`src/rtl/seq_muldiv.sv`:
```
// rtl/seq_muldiv.sv - iterative shift-add multiplier / restoring divider with start/busy/done handshake
module seq_muldiv #(
   parameter int WIDTH = 16
) (
   input  logic             clk,
   input  logic             reset,
   input  logic             start,
   input  logic [1:0]       op,
   input  logic [WIDTH-1:0] a,
   input  logic [WIDTH-1:0] b,
   output logic [WIDTH-1:0] result,
   output logic             error,
   output logic             busy,
   output logic             done
);

   localparam int            CW     = $clog2(WIDTH) + 1;
   localparam logic [CW-1:0] LAST   = CW'(WIDTH - 1);
   localparam logic [1:0]    OP_MUL = 2'b00;
   localparam logic [1:0]    OP_DIV = 2'b01;
   localparam logic [1:0]    OP_MOD = 2'b10;

   typedef enum logic {IDLE, RUN} state_t;

   state_t           state;
   logic [CW-1:0]    cnt;
   logic [1:0]       op_q;
   logic [WIDTH-1:0] a_q;
   logic [WIDTH-1:0] b_q;
   logic [WIDTH-1:0] acc_hi;
   logic [WIDTH-1:0] acc_lo;

   logic [WIDTH:0]   sum;
   logic [WIDTH:0]   shifted;
   logic [WIDTH:0]   diff;
   logic [WIDTH-1:0] nxt_hi;
   logic [WIDTH-1:0] nxt_lo;

   // MUL: acc_hi:acc_lo is the product register, multiplier shifts out of acc_lo.
   // DIV/MOD: acc_hi is the remainder, acc_lo shifts dividend out and quotient in.
   always_comb begin
      sum     = {1'b0, acc_hi} + {1'b0, (acc_lo[0] ? a_q : {WIDTH{1'b0}})};
      shifted = {acc_hi, acc_lo[WIDTH-1]};
      diff    = shifted - {1'b0, b_q};
      if (op_q == OP_MUL) begin
         nxt_hi = sum[WIDTH:1];
         nxt_lo = {sum[0], acc_lo[WIDTH-1:1]};
      end else if (!diff[WIDTH]) begin
         nxt_hi = diff[WIDTH-1:0];
         nxt_lo = {acc_lo[WIDTH-2:0], 1'b1};
      end else begin
         nxt_hi = shifted[WIDTH-1:0];
         nxt_lo = {acc_lo[WIDTH-2:0], 1'b0};
      end
   end

   always_ff @(posedge clk or negedge reset) begin
      if (!reset) begin
         state  <= IDLE;
         cnt    <= '0;
         op_q   <= '0;
         a_q    <= '0;
         b_q    <= '0;
         acc_hi <= '0;
         acc_lo <= '0;
         result <= '0;
         error  <= 1'b0;
         busy   <= 1'b0;
         done   <= 1'b0;
      end else begin
         done <= 1'b0;
         case (state)
            IDLE: begin
               if (start) begin
                  op_q   <= op;
                  a_q    <= a;
                  b_q    <= b;
                  cnt    <= '0;
                  acc_hi <= '0;
                  if (op == OP_MUL) begin
                     acc_lo <= b;
                     state  <= RUN;
                     busy   <= 1'b1;
                  end else if (op != 2'b11 && b != '0) begin
                     acc_lo <= a;
                     state  <= RUN;
                     busy   <= 1'b1;
                  end else begin
                     // divide-by-zero and reserved op complete on the accepting edge
                     done  <= 1'b1;
                     error <= 1'b1;
                     if (op == OP_DIV)
                        result <= '1;
                     else if (op == OP_MOD)
                        result <= a;
                     else
                        result <= '0;
                  end
               end
            end
            RUN: begin
               acc_hi <= nxt_hi;
               acc_lo <= nxt_lo;
               cnt    <= cnt + 1'b1;
               if (cnt == LAST) begin
                  state <= IDLE;
                  busy  <= 1'b0;
                  done  <= 1'b1;
                  cnt   <= '0;
                  case (op_q)
                     OP_MUL: begin
                        result <= nxt_lo;
                        error  <= |nxt_hi;
                     end
                     OP_DIV: begin
                        result <= nxt_lo;
                        error  <= 1'b0;
                     end
                     default: begin
                        result <= nxt_hi;
                        error  <= 1'b0;
                     end
                  endcase
               end
            end
            default: state <= IDLE;
         endcase
      end
   end

endmodule

```
`config.mk`:
```
export PLATFORM = sky130hd
export DESIGN_NAME = seq_muldiv
export DESIGN_NICKNAME = d
export VERILOG_FILES = /design/src/rtl/seq_muldiv.sv
export SDC_FILE = /design/constraint.sdc
export NUM_CORES = 1
export LEC_CHECK = 0
export BUFFER_PORTS_ARGS = -buffer_cell sky130_fd_sc_hd__buf_2
export CORE_MARGIN = 5
export CORE_UTILIZATION = 61
export CTS_BUF_LIST = sky130_fd_sc_hd__clkbuf_16
export DETAILED_ROUTE_END_ITERATION = 12
export MAX_ROUTING_LAYER = met4
export PLACE_DENSITY = 0.81
export SYNTH_ARGS = -nofsm -noshare
export SYNTH_HDL_FRONTEND = slang
export SYNTH_SLANG_ARGS = --single-unit
export TNS_END_PERCENT = 100
```
`constraint.sdc`:
```
create_clock -name clk -period 4.6 [get_ports clk]
set_clock_uncertainty 0.1 [all_clocks]
set_input_delay 0.23 -clock clk [delete_from_list [all_inputs] [get_ports clk]]
set_output_delay 0.23 -clock clk [all_outputs]
set_load 0.01 [all_outputs]
```
Word-level counts from Yosys, hierarchy flattened
Cells that the tools add are included.
- register bits: 91
- input port bits: 37
- output and inout port bits: 19
- logic and storage cells: 78
- add/sub/neg operators: 3
- equal/unequal tests: 10
- muxes and demuxes: 43
- bitwise gates (word level): 1
- reduce and logical (&&, ||, !) cells: 10
- operator list (cell ; number):
    2-to-1 mux 16 bit ; 15
    one-hot mux 16 bit (2 select lines) ; 3
    2-to-1 mux 1 bit ; 18
    adder 16 x 16 -> 17 bit ; 1
    subtractor 17 x 16 -> 17 bit ; 1
    nonzero test 16 bit ; 1
    OR reduction 16 bit ; 1
    2-to-1 mux 5 bit ; 2
    one-hot mux 5 bit (2 select lines) ; 1
    != test 2 bit (second input constant) ; 4
    one-hot mux 1 bit (2 select lines) ; 4
    adder 5 x 1 -> 5 bit (second input constant) ; 1
    == test 5 x 4 -> 1 bit (second input constant) ; 1
    == test 2 x 1 -> 1 bit (second input constant) ; 2
    zero test 2 bit ; 2
    AND reduction 2 bit ; 2
    AND reduction 4 bit ; 1
    != test 3 bit (second input constant) ; 1
    AND reduction 3 bit ; 1
    == test 2 bit (second input constant) ; 1
    != test 2 x 1 -> 1 bit (second input constant) ; 1
    OR reduction 2 bit ; 1
    logical AND 1 bit ; 1
    inverter 1 bit ; 1

Logic depth before layout (Yosys ltp)
Gate-level depths: netlist of run 1.
- depth in word-level cells: 7
- depth in mapped cells: 15
- gate-level depth less buffers: 14

Worst setup path after synthesis of run 1
OpenSTA, ideal clock, no wires.
- kind: register to register
- start: register acc_lo[15]
- end: register error
- setup time: 0.135 ns
- data arrival time: 3.035 ns
- required time: 4.365 ns
- path slack: 1.330 ns
- cell stages (with the launch flop): 16
- path buffers: 1
- clock period less this slack: 3.270 ns
- path through: dfrtp_1 -> inv_1 -> ha_1 -> inv_1 -> fa_1 -> a211oi_1 -> o21a_1 -> a211oi_1 -> a211oi_4 -> buf_6 -> mux2i_1 -> o21ai_2 -> nor4_2 -> nand4b_1 -> nor4_2 -> a31oi_1
- longest elaborated chain between the ends: 7
- ends and longest elaborated chain (what ; RTL line ; text):
    start, declared ; 31 ; logic [WIDTH-1:0] acc_lo;
    start signal, assigned ; 103 ; acc_lo <= nxt_lo;
    subtractor 17 x 16 -> 17 bit ; 44 ; diff = shifted - {1'b0, b_q};
    2-to-1 mux 16 bit * ; 48 ; end else if (!diff[WIDTH]) begin
    2-to-1 mux 16 bit * ; 45 ; if (op_q == OP_MUL) begin
    OR reduction 16 bit * ; 113 ; error <= |nxt_hi;
    2-to-1 mux 1 bit * ; 110 ; case (op_q)
    2-to-1 mux 1 bit * ; 105 ; if (cnt == LAST) begin
    one-hot mux 1 bit (2 select lines) * ; 72 ; case (state)
    end signal, assigned ; 113 ;
    end, declared ; 12 ; output logic error,
Every way passes the cells marked *; elsewhere a longest branch is shown, timed or not. The select of a mux whose other input is x is not followed.
A chain may end at the register's enable or synchronous reset.

Final worst setup path of run 1
- start: register acc_lo[15]
- end: register result[10]
- longest elaborated chain between the ends: 6
- ends and longest elaborated chain (what ; RTL line ; text):
    subtractor 17 x 16 -> 17 bit ; 44 ;
    2-to-1 mux 16 bit ; 48 ;
    2-to-1 mux 16 bit ; 45 ;
    2-to-1 mux 16 bit ; 110 ;
    2-to-1 mux 16 bit ; 105 ;
    one-hot mux 16 bit (2 select lines) ; 72 ;
    end signal, assigned ; 112 ; result <= nxt_lo;
    end signal, assigned ; 116 ; result <= nxt_lo;
    end signal, assigned ; 120 ; result <= nxt_hi;
    end, declared ; 11 ; output logic [WIDTH-1:0] result,
Every way passes these cells. The select of a mux whose other input is x is not followed.

==> results of run 1 <==
through the flow:
step | instances | hold slack, ns | util | worst slack, ns | cell area, um2
final | 918 | 0.0286 | 0.684 | 0.685 | 7030
after global routing | 918 | 0.0243 | 0.684 | 0.323 | 7030
after CTS | 918 | 0.0125 | 0.684 | 0.722 | 7030
after detailed placement | 901 | 0.202 | 0.656 | 0.749 | 6740
after global placement | 901 | 0.185 | 0.656 | 0.839 | 6740
after floorplan | 749 | -0.166 | - | 1.33 | 6420
area by class of cell:
cell class | instances | area, um2 | area share
clock inverters | 7 | 50.0 | 0.00712
well taps | 136 | 170 | 0.0242
inverters | 24 | 90.1 | 0.0128
flip-flops and latches | 91 | 2280 | 0.324
repair buffers | 63 | 340 | 0.0484
clock buffers | 9 | 225 | 0.0321
multi-input cells | 588 | 3870 | 0.551
registers in the layout, summed over array words and instances, names as in the netlist:
name    cells
acc_lo     16
result     16
busy        1
op_q        2
cnt         5
state       1
error       1
a_q        16
b_q        16
done        1
acc_hi     16
worst max-delay path: stages (launching register included):
cell      delay, ns
dfrtp_1        0.41
inv_1          0.11
ha_1           0.18
inv_1          0.05
fa_1           0.42
a211oi_1       0.29
o21a_1         0.24
a211oi_1       0.13
a211oi_4       0.44
buf_4          0.34
mux2_2         0.36
mux2i_1        0.21
o21ai_0        0.11
a221oi_1       0.34
a21o_1         0.13
placed cells by master (no fill, tap or decap), types with 9 or more instances in the layout:
| cell | instances |
|---|---|
| xnor2_1 | 11 |
| nor2_1 | 26 |
| nand2_1 | 114 |
| and2_1 | 21 |
| a21o_1 | 26 |
| buf_2 | 54 |
| inv_1 | 24 |
| o21ai_0 | 81 |
| ha_1 | 33 |
| mux2_2 | 22 |
| dfrtp_1 | 90 |
| xor2_1 | 12 |
| a21oi_1 | 56 |
| a31oi_1 | 9 |
| a221oi_1 | 14 |
| mux2i_1 | 25 |
| nand2b_1 | 22 |
| clkbuf_16 | 9 |
| a211oi_1 | 28 |
layer usage:
metal / wire, um / vias up
li1: - / 2754
met1: 7970 / 2881
met2: 8280 / 346
met3: 1900 / 54
met4: 607 / 0
met5: 0 / -
path summary, 6_finish.rpt:
check                           start         end  slack, ns
min in group asynchronous       reset      b_q[2]       0.37
setup / recovery           acc_lo[15]  result[10]       0.69
setup reg to reg           acc_lo[15]  result[10]       0.69
hold / removal                   b[1]      b_q[1]       0.03
max in group asynchronous       reset     b_q[14]       3.01
hold reg to reg             result[2]   result[2]       0.38
cell families (layout without fill, tap and decap cells):
logic type	Yosys count	after routing	share of synthesized area
multiplexers	48	48	0.0799
buffers and inverters	70	103	0.0438
XOR/XNOR	23	23	0.0314
AO/OA/AOI/OAI	258	258	0.254
adder cells (fa/ha/maj)	36	36	0.0721
flip-flops	91	91	0.354
AND/OR/NAND/NOR	223	223	0.164
what timing repair did:
| item | in CTS | in global routing |
|---|---|---|
| hold buffers | 1 | 0 |
| endpoints found under the hold margin | 50 | 0 |
| buffers inserted | 0 | 0 |
==> metrics.txt, run 1 <==
Total GRT Usage=0.311; TritonCTS buffer count=9; syn_nets=821; die area=0.0127 mm2; class of the worst hold path=primary input to flop; Rows=37; number of library cell types mapped by synthesis=60; vias per cell=6.57; outcome=completed; R2R depth=14; Synth top cells by count=nand2_1, dfrtp_1, o21ai_0, a21oi_1, clkbuf_1; synthesis-to-layout area growth=9.39%; sequential fraction of the synthesis area=0.354; RSZ-0062 raised after global routing=false; Setup Crit Path Kind=flop to flop; Area contributors post-synth=dfrtp_1, nand2_1, ha_1, o21ai_0, a21oi_1; max_cap viols=0; critical-path maximum fanout=20; largest net degree at the start of global routing=84; WP data arrival=4.11 ns; H-tree levels=3; Initial Util=0.625; Die X=113 um; Synth Flop Type=dfrtp_1; initial antenna violation count=0; Port Buf Inserts=55; asr flop ratio synth=1.00; global-route wire length before repair=30,400 um; Final GP Congestion=0.976; CP endpoint kind=flop; Clk pin slew, worst setup/hold paths=0.07 ns; met1 usage=0.427; Setup crit start kind=flop; Yosys reg bits=91; Period minus WS final=3.91 ns; CTS tree=built; Boundary Pins=56; YS warnings=0; initial detailed-routing violation count=532; Die Y=113 um; dpl hpwl=13,300 um; via count=6,035; Fillers=872; max-slew violation count=0; most frequent cell after synthesis=nand2_1; Synth Area per Inst=8.58 um2; met3 Use GR=0.0739; clk buf depth=2; Least-Margin Pin Slew=1.35 ns; Netlist Area Pre-Place=0.00642 mm2; Detailed Routing Iterations Pass 1=5; CTS resizes=0; gr ovfl total=0; share of the synthesized area in the top cell type=0.354; Synth area leader=dfrtp_1; DRT Wirelength=18,800 um; Synth Instances=749; Final nets=849; vias in the first global route=5,841; clk root buf=clkbuf_16; clk_lat worst skew=0.35 ns; residual DRC count=0; hold violation count in the final report=0; setup tns final=0 ns; final setup fails=0; Peak Freq=255 MHz; EDFF count, synth=0; hold path depth=3; Top Usage Layer GRT=met2; core area=0.0103 mm2; Rel. slew slack=0.0998; grt met2 use=0.444; final worst path period share=0.851; layout cells sized above 1=0.145; Routed WL per cell=20.4 um; Routed Antenna Nets=0; antenna fix cells=0; Sink Count=91; Worst EP required=4.79 ns
Power of run 1 is not shown: default switching activity piles up to over one toggle a cycle in this logic, so the estimate is an artifact.
==> inputs of run 2 (changes only) <==
--- a/config.mk
+++ b/config.mk
@@ -5,13 +5,14 @@
 export SDC_FILE = /design/constraint.sdc
 export NUM_CORES = 1
 export LEC_CHECK = 0
+export ABC_AREA = 1
 export BUFFER_PORTS_ARGS = -buffer_cell sky130_fd_sc_hd__buf_2
 export CORE_MARGIN = 5
-export CORE_UTILIZATION = 61
+export CORE_UTILIZATION = 57
 export CTS_BUF_LIST = sky130_fd_sc_hd__clkbuf_16
 export DETAILED_ROUTE_END_ITERATION = 12
 export MAX_ROUTING_LAYER = met4
-export PLACE_DENSITY = 0.81
+export PLACE_DENSITY = 0.77
 export SYNTH_ARGS = -nofsm -noshare
 export SYNTH_HDL_FRONTEND = slang
 export SYNTH_SLANG_ARGS = --single-unit
==> run 2 against run 1 <==
Compared with the run above: sequential cell count is the same; via count up 15%; fmax is 32% higher; cell area grew 5.4%; global-route usage increased by 0.20 points; area after synthesis increased by 5.4%; worst setup slack improved by 0.95 ns; critical path depth grew 6; die area is 12% higher; synthesized cell count increased by 33%; routed wire length grew 14%.
==> metrics.txt, run 2 <==
most common cell after layout, fill and taps aside=nand2_1; residual DRC count=0 (unchanged); Rel. slew slack=0.350 (+0.250); outcome=completed; Synth Area per Inst=6.78 um2 (-21%); max_cap viols=0 (unchanged); largest net degree at the start of global routing=52 (-38%); Rows=39 (+5.4%); Routed WL per cell=18.2 um (-11%); dpl hpwl=16,700 um (+25%); clk root buf=clkbuf_16; initial detailed-routing violation count=701 (+32%); Synth Area in Compound Gates=0.198 (-0.0565); initial antenna violation count=0 (unchanged); Non-Filler Instances=1,182 (+29%); Total GRT Usage=0.313 (+0.00201); setup tns final=0 ns (unchanged); DRT Wirelength=21,500 um (+14%); mux cell area share after synthesis=0 (-0.0799); CP endpoint kind=flop; Die Y=119 um (+5.7%); Final nets=1,106 (+30%); Netlist Area Pre-Place=0.00677 mm2 (+5.4%); RSZ-0062 raised after global routing=false; Yosys reg bits=91 (unchanged); Setup Crit Path Kind=flop to flop; Area contributors post-synth=dfrtp_1, nand2_1, inv_1, o21ai_0, ha_1; number of library cell types mapped by synthesis=39 (-35%); Initial Util=0.588 (-0.0369); Worst EP required=4.73 ns (-0.06 ns); Post-Synth Adder-Cell Area=0.0669 (-0.00519); largest family of logic cells by synthesized area=simple AND/OR/NAND/NOR gates; Synth Instances=999 (+33%); synthesis-to-layout area growth=9.33% (about the same); Boundary Pins=56 (unchanged); Sink Count=91 (unchanged); final worst path period share=0.644 (-0.207); Synth area leader=dfrtp_1; Peak Freq=337 MHz (+32%); Post-Synth Simple-Gate Area=0.278 (+0.114); Die X=119 um (+5.7%); Critical-path top delay cell=fa_1; Setup Buffers After CTS=0 (unchanged); Period minus WS final=2.96 ns (-0.950 ns); die area=0.0142 mm2 (+12%); H-tree levels=3 (unchanged); Synth Area in XOR/XNOR=0.0103 (-0.0210); Routed Antenna Nets=0 (unchanged); final setup fails=0 (unchanged); max-slew violation count=0 (unchanged); vias per cell=5.86 (-11%); placed insts=1,165 (+29%); CTS resizes=0 (unchanged); final hold slack=0.0168 ns (-0.0118 ns); TritonCTS buffer count=9 (unchanged); Clk pin slew, worst setup/hold paths=0.07 ns (about the same); hold_buf cts=1 (unchanged); CTS tree=built; YS warnings=0 (unchanged); clk_lat worst skew=0.35 ns (about the same); CP cell instances=inv_1, ha_1, inv_1, fa_1, nand2_1, nand2_1, nand3_2, nand2_2, nand2_2, nand3_2, nand2_4, nand2_1, nand3_1, nand2_1, nor2_1, nand2_1, nor2_1, nand2_1, nand2_1, a21oi_1; class of the worst hold path=primary input to flop; commonest non-fill, non-tap cells in the layout=nand2_1, inv_1, o21ai_0; EDFF count, synth=0 (unchanged); layout cells sized above 1=0.102 (-0.0425); Setup crit start kind=flop; gr ovfl total=0 (unchanged); WP data arrival=3.09 ns (-1.02 ns); sequential fraction of the synthesis area=0.336 (-0.0183); vias in the first global route=6,317 (+8.1%); CP max stage delay=0.44 ns (about the same); Synth top cells by count=nand2_1, inv_1, o21ai_0, dfrtp_1, nor2_1; CP dominant cell by count=nand2_1; syn_nets=1,071 (+30%); Fillers=1,101 (+26%); global-route wire length before repair=34,000 um (+12%); most frequent cell after synthesis=nand2_1; Detailed Routing Iterations Pass 1=5 (unchanged); clk buf depth=2 (unchanged); Least-Margin Pin Slew=0.974 ns (-0.373 ns); share of the synthesized area in the top cell type=0.336 (-0.0183); Final GP Congestion=1.02 (+5.0%); hold violation count in the final report=0 (unchanged); critical-path maximum fanout=13 (-35%); asr flop ratio synth=1.00 (unchanged); Port Buf Inserts=55 (unchanged); antenna fix cells=0 (unchanged); Synth Flop Type=dfrtp_1; core area=0.0115 mm2 (+12%); via count=6,922 (+15%)
-- run 2: cell count changes after synthesis, sizes merged, moves of 25 or more --
| cell | change |
|---|---|
| a211oi | -30 |
| inv | +129 |
| mux2i | -25 |
| nand2 | +190 |
| nand3 | +55 |
| nor2 | +37 |
-- run 2: worst paths after layout --
check	startpoint	end	depth (start not counted)	slack [ns]
worst max-delay path	acc_lo[15]	error	20	1.64
min in group asynchronous	reset	b_q[10]	2	0.35
worst min-delay path	b[11]	b_q[11]	3	0.02
worst max register to register	acc_lo[15]	error	20	1.64
max in group asynchronous	reset	acc_hi[4]	3	3.04
worst min register to register	a_q[9]	a_q[9]	2	0.39
-- run 2: cell type report --
type / count / area [um2] / share of cell area
Clock buffer: 9 / 225 / 0.0304
Clock inverter: 7 / 52.6 / 0.00710
Inverter: 154 / 578 / 0.0781
Multi-Input combinational cell: 715 / 3750 / 0.507
Sequential cell: 91 / 2280 / 0.308
Tap cell: 143 / 179 / 0.0242
Timing Repair Buffer: 63 / 340 / 0.0460
-- run 2: kinds of logic (layout without fill, tap and decap cells) --
group                      after synthesis  count (layout)
xor gates and xnor gates                 8               8
and+or+nand+nor                        448             448
AOI/OAI and AO/OA                      224             224
DFF                                     91              91
buffers and inverters                  193             233
adders and majority gates               35              35
-- run 2: metrics by stage --
stage          utilization  area, um2  setup slack [ns]
4_1_cts              0.643       7400              1.64
3_5_place_dp         0.618       7120              1.65
3_3_place_gp         0.618       7120              1.70
6_report             0.643       7400              1.64
2_1_floorplan            -       6770              1.98
5_1_grt              0.643       7400              1.31
-- run 2: worst max-delay path, delay by kind of cell, from the launching register on --
kind                       cells  cell delay [ns]
AOI/OAI and AO/OA              1             0.06
adders and majority gates      2             0.60
DFF                            1             0.36
buffers and inverters          2             0.19
and+or+nand+nor               15             1.52
-- run 2: metal layers --
metal  routed length, um  track usage  share of wire  vias to the layer above
met5                   0            -              0                        -
met4                 754        0.113          0.035                        0
met3                1540       0.0370          0.072                       53
met2                9810        0.481           0.46                      326
met1                9360        0.430           0.44                     3210
li1                    -            -              -                     3333
Power of run 2 is left out for the same reason.
==> inputs of run 3 (changes only) <==
--- a/config.mk
+++ b/config.mk
@@ -8,7 +8,7 @@
 export ABC_AREA = 1
 export BUFFER_PORTS_ARGS = -buffer_cell sky130_fd_sc_hd__buf_2
 export CORE_MARGIN = 5
-export CORE_UTILIZATION = 57
+export CORE_UTILIZATION = 55
 export CTS_BUF_LIST = sky130_fd_sc_hd__clkbuf_16
 export DETAILED_ROUTE_END_ITERATION = 12
 export MAX_ROUTING_LAYER = met4
==> constraint.sdc (replaced) <==
create_clock -name clk -period 2.6 [get_ports clk]
set_clock_uncertainty 0.1 [all_clocks]
set_input_delay 0.13 -clock clk [delete_from_list [all_inputs] [get_ports clk]]
set_output_delay 0.13 -clock clk [all_outputs]
set_load 0.01 [all_outputs]
==> run 3 against run 2 <==
Compared with the run above: the run now ends with negative setup slack left; die area up 3.3%; fmax up 11%; sequential cell count unchanged.
==> metrics.txt, run 3 (synthesis gave the netlist of run 2 again) <==
R2R depth=17 (-15%); antenna fix cells=0 (unchanged); class of the worst hold path=primary input to flop; FF-to-FF setup slack=-0.07 ns (-1.71 ns); synthesis-to-layout area growth=29.6%; Peak Freq=374 MHz (+11%); commonest non-fill, non-tap cells in the layout=nand2_1, inv_1, dfrtp_1; Sink Count=91 (unchanged); gr ovfl total=0 (unchanged); vias per cell=5.76 (-1.6%); Non-Filler Instances=1,293 (+9.4%); Routed WL per cell=18.3 um (+0.74%); CTS tree=built; via count=7,451 (+7.6%); Rel. slew slack=0.332 (-0.0177); WP data arrival=2.81 ns (-0.28 ns); Clk pin slew, worst setup/hold paths=0.07 ns (about the same); Period minus WS final=2.67 ns (-0.290 ns); Total GRT Usage=0.332 (+0.0182); dpl hpwl=17,100 um (+2.6%); Die Y=121 um (+1.7%); Routed Antenna Nets=0 (unchanged); failing checks=negative setup slack; Final GP Congestion=1.01 (-1.7%); Final nets=1,192 (+7.8%); largest net degree at the start of global routing=47 (-9.6%); CP endpoint kind=flop; max_cap viols=0 (unchanged); placed insts=1,243 (+6.7%); hold path depth=3 (unchanged); Rows=40 (+2.6%); area of the multi-input gates=0.00430 mm2 (+15%); met1 usage=0.436 (+0.00588); Detailed Routing Iterations Pass 1=6 (+1); layout cells sized above 1=0.236 (+0.134); die area=0.0146 mm2 (+3.3%); Setup crit start kind=flop; initial detailed-routing violation count=787 (+12%); met3 Use GR=0.0578 (+0.0208); vias in the first global route=7,041 (+11%); hold violation count in the final report=0 (unchanged); outcome=complete, but fails checks; RSZ-0062 raised after global routing=true; CP cell instances=inv_2, ha_4, inv_2, fa_2, nand2_1, nand2_1, nand3_2, nand2_4, nand2_8, nand3_4, nand2_8, nand2_2, nand3_2, nand2_2, buf_4, o211ai_1, a21oi_1; TritonCTS buffer count=9 (unchanged); clk root buf=clkbuf_16; Boundary Pins=56 (unchanged); final worst path period share=1.03 (+0.384); critical-path maximum fanout=5 (-8); Port Buf Inserts=55 (unchanged); core area=0.0121 mm2 (+4.7%); Die X=121 um (+1.7%); setup tns final=-0.549 ns (-0.549 ns); Least-Margin Pin Slew=0.998 ns (+0.0239 ns); Setup Crit Path Kind=flop to flop; H-tree levels=3 (unchanged); initial antenna violation count=0 (unchanged); CP max stage delay=0.38 ns (-0.06 ns); clk buf depth=2 (unchanged); area taken by flip-flops and latches=0.00228 mm2 (+0.22%); residual DRC count=0 (unchanged); Worst EP required=2.74 ns (-1.99 ns); most common cell after layout, fill and taps aside=nand2_1; Initial Util=0.562 (-0.0266); final setup fails=12 (+12); grt met2 use=0.512 (+0.0302); final worst setup slack=-0.0744 ns (-1.71 ns); Critical-path top delay cell=fa_2; clk_lat worst skew=0.36 ns (about the same); global-route wire length before repair=36,700 um (+8.0%); Fillers=972 (-12%); max-slew violation count=0 (unchanged); Top Usage Layer GRT=met2; DRT Wirelength=23,600 um (+10%)
[run 3: path summary, 6_finish.rpt]
path | to | startpoint
worst max-delay path | result[0] | acc_lo[15]
worst min-delay path | a_q[10] | a[10]
worst max register to register | result[0] | acc_lo[15]
worst min register to register | a_q[0] | a_q[0]
max in group asynchronous | acc_hi[10] | reset
min in group asynchronous | acc_hi[12] | reset
[run 3: worst max-delay path: cells and delay by family, from the launching register on]
kind | cells | cell delay, ns
AOI/OAI and AO/OA | 2 | 0.34
adders and majority gates | 2 | 0.50
buffers and inverters | 3 | 0.26
DFF | 1 | 0.37
and+or+nand+nor | 10 | 0.96
[run 3: timing repair]
| item | in CTS | in global routing |
|---|---|---|
| cloned | 2 | 0 |
| endpoints found under the hold margin | 70 | 0 |
| hold buffers | 23 | 0 |
| setup buffers | 2 | 7 |
| resized for setup | 27 | 115 |
| endpoints found under the setup margin | 16 | 29 |
| pin swaps | 11 | 54 |
[run 3: layer usage]
layer	share of wire	routed length, um
met1	0.40	9550
met2	0.47	11000
met3	0.083	1970
met4	0.046	1090
met5	0	0
[run 3: area by class of cell]
type	count	area share
sequential	91	0.260
multi-input combinational	717	0.490
clock buffer	9	0.0257
timing repair buffer	147	0.126
tap	168	0.0239
clock inverter	7	0.00855
inverter	154	0.0658
[run 3: through the flow]
stage	instance area (um2)	setup slack, ns	hold WS [ns]	utilization
after floorplan	6770	0.0167	-0.266	-
after global placement	7570	-0.0922	0.0759	0.628
after detailed placement	7570	-0.128	0.0792	0.628
after CTS	8250	0.00708	0.00694	0.684
after global routing	8780	-0.245	0.0153	0.728
final	8780	-0.0744	0.0119	0.728
Power of run 3 is left out for the same reason.
